==> config.mk <==
export PLATFORM = sky130hd
export DESIGN_NAME = writeback_commit_flat
export DESIGN_NICKNAME = d
export VERILOG_FILES = /design/src/rtl/writeback_commit_if.sv /design/src/rtl/writeback_commit.sv /design/src/flat_wrapper.sv
export SDC_FILE = /design/constraint.sdc
export NUM_CORES = 1
export LEC_CHECK = 0
export CORE_MARGIN = 1.5
export CORE_UTILIZATION = 51
export CTS_CLUSTER_SIZE = 30
export DETAILED_ROUTE_END_ITERATION = 8
export MAX_ROUTING_LAYER = met4
export PLACE_DENSITY = 0.84
export SYNTH_ARGS = -nofsm -noshare
export SYNTH_HDL_FRONTEND = slang
export SYNTH_SLANG_ARGS = --single-unit
==> constraint.sdc <==
create_clock -name clock -period 5.4 [get_ports clock]
set_clock_uncertainty 0.05 [all_clocks]
set_input_delay 1.35 -clock clock [delete_from_list [all_inputs] [get_ports clock]]
set_output_delay 1.35 -clock clock [all_outputs]
set_load 0.01 [all_outputs]
==> src/rtl/writeback_commit_if.sv <==
// Execute-to-commit handshake and regfile commit port bundle for writeback_commit.
// slave: the commit stage itself; master: the execute side / regfile observer.
interface writeback_commit_if;
   logic        exu_valid_i;
   logic        exu_ready_o;
   logic [31:0] exu_pc_i;
   logic        exu_wena_i;
   logic [4:0]  exu_waddr_i;
   logic [31:0] exu_wdata_i;
   logic        exu_ebreak_i;
   logic        commit_valid_o;
   logic        commit_wena_o;
   logic [4:0]  commit_waddr_o;
   logic [31:0] commit_wdata_o;
   logic [31:0] commit_pc_o;
   logic        halt_o;
   logic [63:0] commit_count_o;

   modport slave (
      input  exu_valid_i, exu_pc_i, exu_wena_i, exu_waddr_i, exu_wdata_i, exu_ebreak_i,
      output exu_ready_o, commit_valid_o, commit_wena_o, commit_waddr_o, commit_wdata_o,
             commit_pc_o, halt_o, commit_count_o
   );

   modport master (
      output exu_valid_i, exu_pc_i, exu_wena_i, exu_waddr_i, exu_wdata_i, exu_ebreak_i,
      input  exu_ready_o, commit_valid_o, commit_wena_o, commit_waddr_o, commit_wdata_o,
             commit_pc_o, halt_o, commit_count_o
   );
endinterface

==> src/rtl/writeback_commit.sv <==
// In-order commit stage: FIFO-buffers execute results and retires one per cycle to the regfile.
// Optional COMMIT_BYPASS_EN: an accept into an empty FIFO loads the commit outputs directly.
module writeback_commit #(
   parameter int unsigned DEPTH = 2
) (
   input  logic              clock,
   input  logic              reset,
   writeback_commit_if.slave bus
);
   localparam int unsigned AW    = $clog2(DEPTH);
   localparam int unsigned PTR_W = AW + 1;

   typedef struct packed {
      logic [31:0] pc;
      logic        wena;
      logic [4:0]  waddr;
      logic [31:0] wdata;
      logic        ebreak;
   } entry_t;

   typedef struct packed {
      logic [31:0] pc;
      logic        wena;
      logic [4:0]  waddr;
      logic [31:0] wdata;
   } commit_t;

   typedef enum logic {RUN, HALT} state_t;

   state_t           state_q, state_d;
   logic [PTR_W-1:0] wr_ptr_q, wr_ptr_d, rd_ptr_q, rd_ptr_d;
   entry_t           mem_q [DEPTH];
   entry_t           mem_d [DEPTH];
   commit_t          out_q, out_d;
   logic             cvalid_q, cvalid_d;
   logic [63:0]      count_q, count_d;

   logic   full, empty, run, ready, push, pop, bypass;
   entry_t in_e, head_e;

   always_comb begin
      full   = (wr_ptr_q[AW] != rd_ptr_q[AW]) && (wr_ptr_q[AW-1:0] == rd_ptr_q[AW-1:0]);
      empty  = (wr_ptr_q == rd_ptr_q);
      run    = (state_q == RUN);
      ready  = !full && run;
      push   = bus.exu_valid_i && ready;
      pop    = !empty && run;
`ifdef COMMIT_BYPASS_EN
      bypass = push && empty;
`else
      bypass = 1'b0;
`endif
      in_e   = '{pc: bus.exu_pc_i, wena: bus.exu_wena_i, waddr: bus.exu_waddr_i,
                 wdata: bus.exu_wdata_i, ebreak: bus.exu_ebreak_i};
      head_e = mem_q[rd_ptr_q[AW-1:0]];
   end

   // Retire path: pop the head, or take the bypassed packet when the FIFO is empty
   always_comb begin
      state_d  = state_q;
      wr_ptr_d = wr_ptr_q;
      rd_ptr_d = rd_ptr_q;
      mem_d    = mem_q;
      out_d    = out_q;
      cvalid_d = 1'b0;
      count_d  = count_q;

      if (pop) begin
         out_d    = '{pc: head_e.pc, wena: head_e.wena, waddr: head_e.waddr, wdata: head_e.wdata};
         rd_ptr_d = rd_ptr_q + PTR_W'(1);
         cvalid_d = 1'b1;
         count_d  = count_q + 64'd1;
         if (head_e.ebreak) state_d = HALT;
      end else if (bypass) begin
         out_d    = '{pc: in_e.pc, wena: in_e.wena, waddr: in_e.waddr, wdata: in_e.wdata};
         cvalid_d = 1'b1;
         count_d  = count_q + 64'd1;
         if (in_e.ebreak) state_d = HALT;
      end

      if (push && !bypass) begin
         mem_d[wr_ptr_q[AW-1:0]] = in_e;
         wr_ptr_d                = wr_ptr_q + PTR_W'(1);
      end
   end

   always_ff @(posedge clock) begin
      if (reset) begin
         state_q  <= RUN;
         wr_ptr_q <= '0;
         rd_ptr_q <= '0;
         out_q    <= '0;
         cvalid_q <= 1'b0;
         count_q  <= '0;
      end else begin
         state_q  <= state_d;
         wr_ptr_q <= wr_ptr_d;
         rd_ptr_q <= rd_ptr_d;
         out_q    <= out_d;
         cvalid_q <= cvalid_d;
         count_q  <= count_d;
      end
   end

   // Storage needs no reset: validity is tracked by the pointers
   always_ff @(posedge clock) begin
      mem_q <= mem_d;
   end

   assign bus.exu_ready_o    = ready;
   assign bus.commit_valid_o = cvalid_q;
   assign bus.commit_wena_o  = out_q.wena;
   assign bus.commit_waddr_o = out_q.waddr;
   assign bus.commit_wdata_o = out_q.wdata;
   assign bus.commit_pc_o    = out_q.pc;
   assign bus.halt_o         = (state_q == HALT);
   assign bus.commit_count_o = count_q;
endmodule

==> src/flat_wrapper.sv <==
// flat-port wrapper written by rule: the top's interface ports become plain ports
module writeback_commit_flat 
#(
   parameter int unsigned DEPTH = 2
)
  (clock, reset, bus_exu_valid_i, bus_exu_pc_i, bus_exu_wena_i, bus_exu_waddr_i, bus_exu_wdata_i, bus_exu_ebreak_i, bus_exu_ready_o, bus_commit_valid_o, bus_commit_wena_o, bus_commit_waddr_o, bus_commit_wdata_o, bus_commit_pc_o, bus_halt_o, bus_commit_count_o);
  writeback_commit_if bus_i ();
  input  logic clock;
  input  logic reset;
  input wire logic [$bits(bus_i.exu_valid_i)-1:0] bus_exu_valid_i;
  input wire logic [$bits(bus_i.exu_pc_i)-1:0] bus_exu_pc_i;
  input wire logic [$bits(bus_i.exu_wena_i)-1:0] bus_exu_wena_i;
  input wire logic [$bits(bus_i.exu_waddr_i)-1:0] bus_exu_waddr_i;
  input wire logic [$bits(bus_i.exu_wdata_i)-1:0] bus_exu_wdata_i;
  input wire logic [$bits(bus_i.exu_ebreak_i)-1:0] bus_exu_ebreak_i;
  output wire logic [$bits(bus_i.exu_ready_o)-1:0] bus_exu_ready_o;
  output wire logic [$bits(bus_i.commit_valid_o)-1:0] bus_commit_valid_o;
  output wire logic [$bits(bus_i.commit_wena_o)-1:0] bus_commit_wena_o;
  output wire logic [$bits(bus_i.commit_waddr_o)-1:0] bus_commit_waddr_o;
  output wire logic [$bits(bus_i.commit_wdata_o)-1:0] bus_commit_wdata_o;
  output wire logic [$bits(bus_i.commit_pc_o)-1:0] bus_commit_pc_o;
  output wire logic [$bits(bus_i.halt_o)-1:0] bus_halt_o;
  output wire logic [$bits(bus_i.commit_count_o)-1:0] bus_commit_count_o;
  assign bus_i.exu_valid_i = bus_exu_valid_i;
  assign bus_i.exu_pc_i = bus_exu_pc_i;
  assign bus_i.exu_wena_i = bus_exu_wena_i;
  assign bus_i.exu_waddr_i = bus_exu_waddr_i;
  assign bus_i.exu_wdata_i = bus_exu_wdata_i;
  assign bus_i.exu_ebreak_i = bus_exu_ebreak_i;
  assign bus_exu_ready_o = bus_i.exu_ready_o;
  assign bus_commit_valid_o = bus_i.commit_valid_o;
  assign bus_commit_wena_o = bus_i.commit_wena_o;
  assign bus_commit_waddr_o = bus_i.commit_waddr_o;
  assign bus_commit_wdata_o = bus_i.commit_wdata_o;
  assign bus_commit_pc_o = bus_i.commit_pc_o;
  assign bus_halt_o = bus_i.halt_o;
  assign bus_commit_count_o = bus_i.commit_count_o;
  writeback_commit #(.DEPTH(DEPTH)) u_core (.clock(clock), .reset(reset), .bus(bus_i));
endmodule
==> impl_metrics.ini, run 1 <==
[floorplanning]
fp.coreArea_mm2 = 0.0204
floorplan.rows = 52
io_pins = 211
dieHeight_um = 147
fp.dieW_um = 147
start_util_pct = 52.3
dieArea_mm2 = 0.0217

[status]
outcome = complete, no violations

[sta]
timing.final.crit_share_pct = 68.2
max_freq_mhz = 271
max_slew_margin_pct = 28.4
setup_tns_ns = 0
min_period_ns = 3.68
maxSlewViolCount = 0
setup-violations-final = 0
hold_viol = 0
rsz0062_at_grt = no
tightest_slew_ns = 1.07

[clock_tree]
cts.repair.resized = 0
cts_setup_buffers = 0
clk_path_buf_depth = 3
path_clk_slew_ns = 0.06
worstSkewPairLatency_ns = 0.55
root_buffer = clkbuf_16
numCtsBuffers = 28
cts_tree = done
cts_hold_buf = 0
clock_sinks = 282
cts_max_level = 1

[power_and_ir_drop]
switchingPower_mw = 2.20
clkPwrFrac_pct = 28.3
seq_power_share_pct = 43.1
leakage_nw = 4.57
powerDensity_mw_per_mm2 = 511
internal-power_mw = 4.92
p_sw_share_pct = 30.9
p_total_mw = 7.12
combPwrFrac_pct = 28.6
peakVddDrop_v = 0.000384

[finish]
final_common_cell = clkdlybuf4s50_1
final_core_util_pct = 68.4
fin_nets = 1121
syn_to_final_growth_pct = 30.9
most-common-layout-cells = clkdlybuf4s50_1 (209), edfxtp_1 (142), dfxtp_1 (139), nor2_1 (108), mux2i_1 (72)
fillers = 1421
drive_above_1_share_pct = 6.55

[synthesis]
ys_ff_latch = 282
ys_types = 47
synth_area_mm2 = 0.0106
synth-edff-count = 142
ys_async_sr_fraction_pct = 0
synth_fp_nets = 925
ys_seq_area_share_pct = 66.4
ys_warn_count = 0
synth_area_per_cell_um2 = 12.5
synth_cells = 850
synthFlopType = edfxtp_1

[detailed_routing]
drt_pass1_iterations = 5
drtIter0Drc = 363
wl_per_cell_um = 17.5
vias_per_cell = 5.53
drc = 0
routed_wl_mm = 23.4
via_count = 7400
ant_nets = 0

[worst_hold_path]
hold_end = u_core.bus.commit_wena_o
hold_path_class = flip-flop to flip-flop
hold_depth = 2
hp-start = u_core.bus.commit_wena_o

[setup_path]
critPathKind = flip-flop to output port
start_kind = flip-flop
r2r_slack_ns = 2.19
r2r_start = u_core.bus.commit_count_o[3]
reg2regPathDepth = 5
worstPathRequired_ns = 4.00
r2r-end = u_core.bus.commit_count_o[62]
worstPathMaxFanout = 16
worst-endpoint-arrival_ns = 2.28
end_kind = output port
crit_start = u_core.rd_ptr_q[0]

[grt]
grt_pass1_wl_mm = 36.9
grt_max_degree = 86
gr-total-overflow = 0
antenna_found_initial = 1
track_usage_pct = 21.8
grt_pass1_vias = 7177

[run]
max_cap_viol_count = 0

[placement]
hpwl_mm = 14.7
port_buffers = 210
gp_congestion = 0.818
worst max-delay path by stage:
stage                   endpoint  slack [ns]  depth (start not counted)
2_1_floorplan  u_core.mem_q[100]        0.45                          2
3_3_place_gp   u_core.mem_q[121]        2.14                          4
3_5_place_dp   u_core.mem_q[121]        2.14                          4
4_1_cts          bus_exu_ready_o        1.69                          3
5_1_grt          bus_exu_ready_o        1.58                          3
6_report         bus_exu_ready_o        1.72                          3
routing by layer:
metal  global-route usage, %  routed length (um)
met3                    4.78                1820
met4                    5.70                 518
met2                    36.0               11600
met1                    27.4                9490
met5                       -                   0
logic make-up (layout without fill, tap and decap cells):
logic type	Yosys count	count (layout)	share of synthesized area (%)
flip-flops	282	282	66.4
AND/OR/NAND/NOR	250	250	11.9
AO/OA/AOI/OAI	151	151	9.50
multiplexers	72	72	6.77
buffers and inverters	61	279	2.43
XOR/XNOR	33	33	2.86
adder cells (fa/ha/maj)	1	1	0.118
other	0	1	0
stage by stage:
| stage | std cells | worst slack [ns] | hold WS (ns) | instance area (um2) |
|---|---|---|---|---|
| finish | 1339 | 1.72 | 0.448 | 13900 |
| global route | 1339 | 1.58 | 0.474 | 13900 |
| CTS | 1338 | 1.69 | 0.449 | 13900 |
| detailed placement | 1286 | 2.14 | 0.441 | 12900 |
| global placement | 1286 | 2.14 | 0.427 | 12900 |
| floorplan | 850 | 0.452 | 0.458 | 10600 |
sequential cells by signal, summed over array words and instances, names as in the netlist, 2 cells and up:
name	flops
u_core.mem_q	142
u_core.bus.commit_count_o	64
u_core.bus.commit_pc_o	32
u_core.bus.commit_wdata_o	32
u_core.bus.commit_waddr_o	5
u_core.rd_ptr_q	2
u_core.wr_ptr_q	2
cells in the mapped netlist (4+ instances only):
master / n / area [um2]
edfxtp_1: 142 / 4260
buf_1: 4 / 15.0
xnor2_1: 18 / 158
a211oi_1: 70 / 526
clkbuf_1: 41 / 154
nand4_1: 22 / 138
inv_1: 11 / 41.3
o31ai_1: 11 / 82.6
mux2i_1: 72 / 721
nor3_1: 10 / 50.1
and4_1: 4 / 35.0
nor2_1: 109 / 409
a21oi_1: 39 / 195
o21ai_0: 21 / 105
and3_1: 10 / 62.6
nand2_1: 26 / 97.6
or3_1: 21 / 131
nand3_1: 16 / 80.1
dfxtp_1: 140 / 2800
or4_1: 13 / 97.6
xor2_1: 13 / 114
critical path, cell delays in order (launching register included):
cell and delay (ns):
dfxtp_4 0.44, xnor2_2 0.54, a21oi_1 0.22, clkdlybuf4s50_1 0.53
layout make-up:
cell class	instances	area [um2]	share of cell area, %
timing repair buffer	216	2140	15.4
clock buffer	44	851	6.11
tap	270	338	2.42
antenna	1	2.50	0.0180
clock inverter	8	141	1.01
multi-input combinational	507	3340	24.0
inverter	11	41.3	0.296
sequential	282	7070	50.7
power by group through the flow:
stage                     sequential (mW)  clock, mW  combinational, mW
final                                3.07       2.02               2.04
after CTS                            3.07       2.05               2.07
after detailed placement             3.11          0               2.03
after global routing                 3.11       2.14               2.25
after floorplan                      3.14          0               1.22
after global placement               3.08          0               1.97
(Power assumes the default switching activity.)
==> run 2, diff against run 1 <==
==> constraint.sdc (replaced) <==
create_clock -name clock -period 3.65 [get_ports clock]
set_clock_uncertainty 0.05 [all_clocks]
set_input_delay 0.9125 -clock clock [delete_from_list [all_inputs] [get_ports clock]]
set_output_delay 0.9125 -clock clock [all_outputs]
set_load 0.01 [all_outputs]
==> impl_metrics.ini, run 2 (synthesis results as in run 1) <==
[status]
outcome = complete, no violations

[detailed_routing]
drtIter0Drc = 483
drt_pass1_iterations = 5
via_count = 7573
routed_wl_mm = 24.5
vias_per_cell = 5.63
ant_nets = 0
drc = 0
wl_per_cell_um = 18.2

[clock_tree]
cts_tree = done
worstSkewPairLatency_ns = 0.55
clk_path_buf_depth = 3
root_buffer = clkbuf_16
cts_hold_buf = 0
cts.repair.resized = 0
clock_sinks = 282
cts_max_level = 1
path_clk_slew_ns = 0.06
cts_setup_buffers = 0
numCtsBuffers = 29

[sta]
setup-violations-final = 0
rsz0062_at_grt = no
min_period_ns = 3.17
max_slew_margin_pct = 46.8
hold_viol = 0
setup_tns_ns = 0
tightest_slew_ns = 0.796
timing.final.crit_share_pct = 86.9
maxSlewViolCount = 0
max_freq_mhz = 315

[grt]
gr-total-overflow = 0
track_usage_pct = 23.0
antenna_found_initial = 1
grt_max_degree = 117
grt_pass1_wl_mm = 38.6
grt_pass1_vias = 7387

[setup_path]
r2r_start = u_core.bus.commit_count_o[27]
crit_buf_inv = 1
crit_family = buffers and inverters
crit_slowest_cell = clkdlybuf4s50_1
end_kind = output port
reg2regPathDepth = 5
crit_path_cell_trace = xnor2_2 -> a21oi_1 -> clkdlybuf4s50_1
r2r-end = u_core.bus.commit_count_o[62]
slowest_delay_ns = 0.56
worstPathMaxFanout = 8
critPathKind = flip-flop to output port
worstPathRequired_ns = 2.69
worst-endpoint-arrival_ns = 2.21
cp_num_cells = 3
start_kind = flip-flop
r2r_slack_ns = 0.71

[power_and_ir_drop]
p_total_mw = 10.6
powerDensity_mw_per_mm2 = 758
clkPwrFrac_pct = 27.7
p_sw_share_pct = 31.7
seq_power_share_pct = 42.5
peakVddDrop_v = 0.000962
internal-power_mw = 7.23
combPwrFrac_pct = 29.7
leakage_nw = 4.60
switchingPower_mw = 3.36

[finish]
largest_register = u_core.mem_q
fillers = 1431
fin_nets = 1125
final_common_cell = clkdlybuf4s50_1
most-common-layout-cells = clkdlybuf4s50_1 (209), edfxtp_1 (142), dfxtp_1 (139), nor2_1 (108), mux2i_1 (72)
final_core_util_pct = 68.6
seq_area_mm2 = 0.00707
multi_input_area_mm2 = 0.00334
drive_above_1_share_pct = 7.18
syn_to_final_growth_pct = 31.3
largest_reg_flops = 142

[worst_hold_path]
hold_depth = 2
hold_end = u_core.bus.commit_wdata_o[20]
hold_path_class = flip-flop to flip-flop
hp-start = u_core.bus.commit_wdata_o[20]

[floorplanning]
io_pins = 211
fp.dieW_um = 147
start_util_pct = 52.3
floorplan.rows = 52
fp.coreArea_mm2 = 0.0204
dieHeight_um = 147
dieArea_mm2 = 0.0217

[placement]
gp_congestion = 0.846
port_buffers = 210
hpwl_mm = 15.8

[run]
max_cap_viol_count = 0
run 2: layout make-up:
| class | instances | area share [%] |
|---|---|---|
| Clock inverter | 18 | 1.34 |
| Sequential cell | 282 | 50.6 |
| Timing Repair Buffer | 219 | 15.9 |
| Antenna cell | 1 | 0.0179 |
| Inverter | 11 | 0.296 |
| Tap cell | 270 | 2.42 |
| Clock buffer | 36 | 5.53 |
| Multi-Input combinational cell | 507 | 23.9 |
run 2: through the flow:
stage	hold WS, ns	setup WS, ns	std cells	cell area, um2
after floorplan	0.458	0.279	850	10600
after detailed placement	0.441	0.772	1289	13000
after global routing	0.463	0.397	1344	14000
after global placement	0.427	0.898	1289	13000
final	0.446	0.478	1344	14000
after CTS	0.450	0.465	1343	14000
run 2: worst max-delay path by stage:
stage,from,end,slack [ns]
finish,u_core.wr_ptr_q[0],bus_exu_ready_o,0.48
global placement,u_core.bus.commit_count_o[26],u_core.bus.commit_count_o[58],0.90
floorplan,u_core.wr_ptr_q[0],u_core.mem_q[100],0.28
global route,u_core.wr_ptr_q[0],bus_exu_ready_o,0.40
CTS,u_core.wr_ptr_q[0],bus_exu_ready_o,0.46
detailed placement,u_core.bus.commit_count_o[26],u_core.bus.commit_count_o[62],0.77
run 2: layer usage:
layer / routed length, um / global-route usage [%] / share of wire [%] / vias up
met4: 535 / 5.90 / 2.2 / 0
met2: 12300 / 38.9 / 51 / 264
met5: 0 / - / 0 / -
met1: 10000 / 29.0 / 41 / 3701
met3: 1540 / 3.64 / 6.3 / 41
li1: - / - / - / 3567
run 2: worst min-delay path: cells and delay by family (launching register included):
kind               cells  cell delay, ns
DFF                    1            0.31
and+or+nand+nor        1            0.09
AOI/OAI and AO/OA      1            0.05
run 2: power groups by stage:
stage / registers, mW / clock network (mW) / logic (mW)
finish: 4.50 / 2.93 / 3.15
floorplan: 4.62 / 0 / 1.81
global route: 4.57 / 3.10 / 3.43
CTS: 4.51 / 2.97 / 3.18
detailed placement: 4.56 / 0 / 3.14
global placement: 4.52 / 0 / 3.01
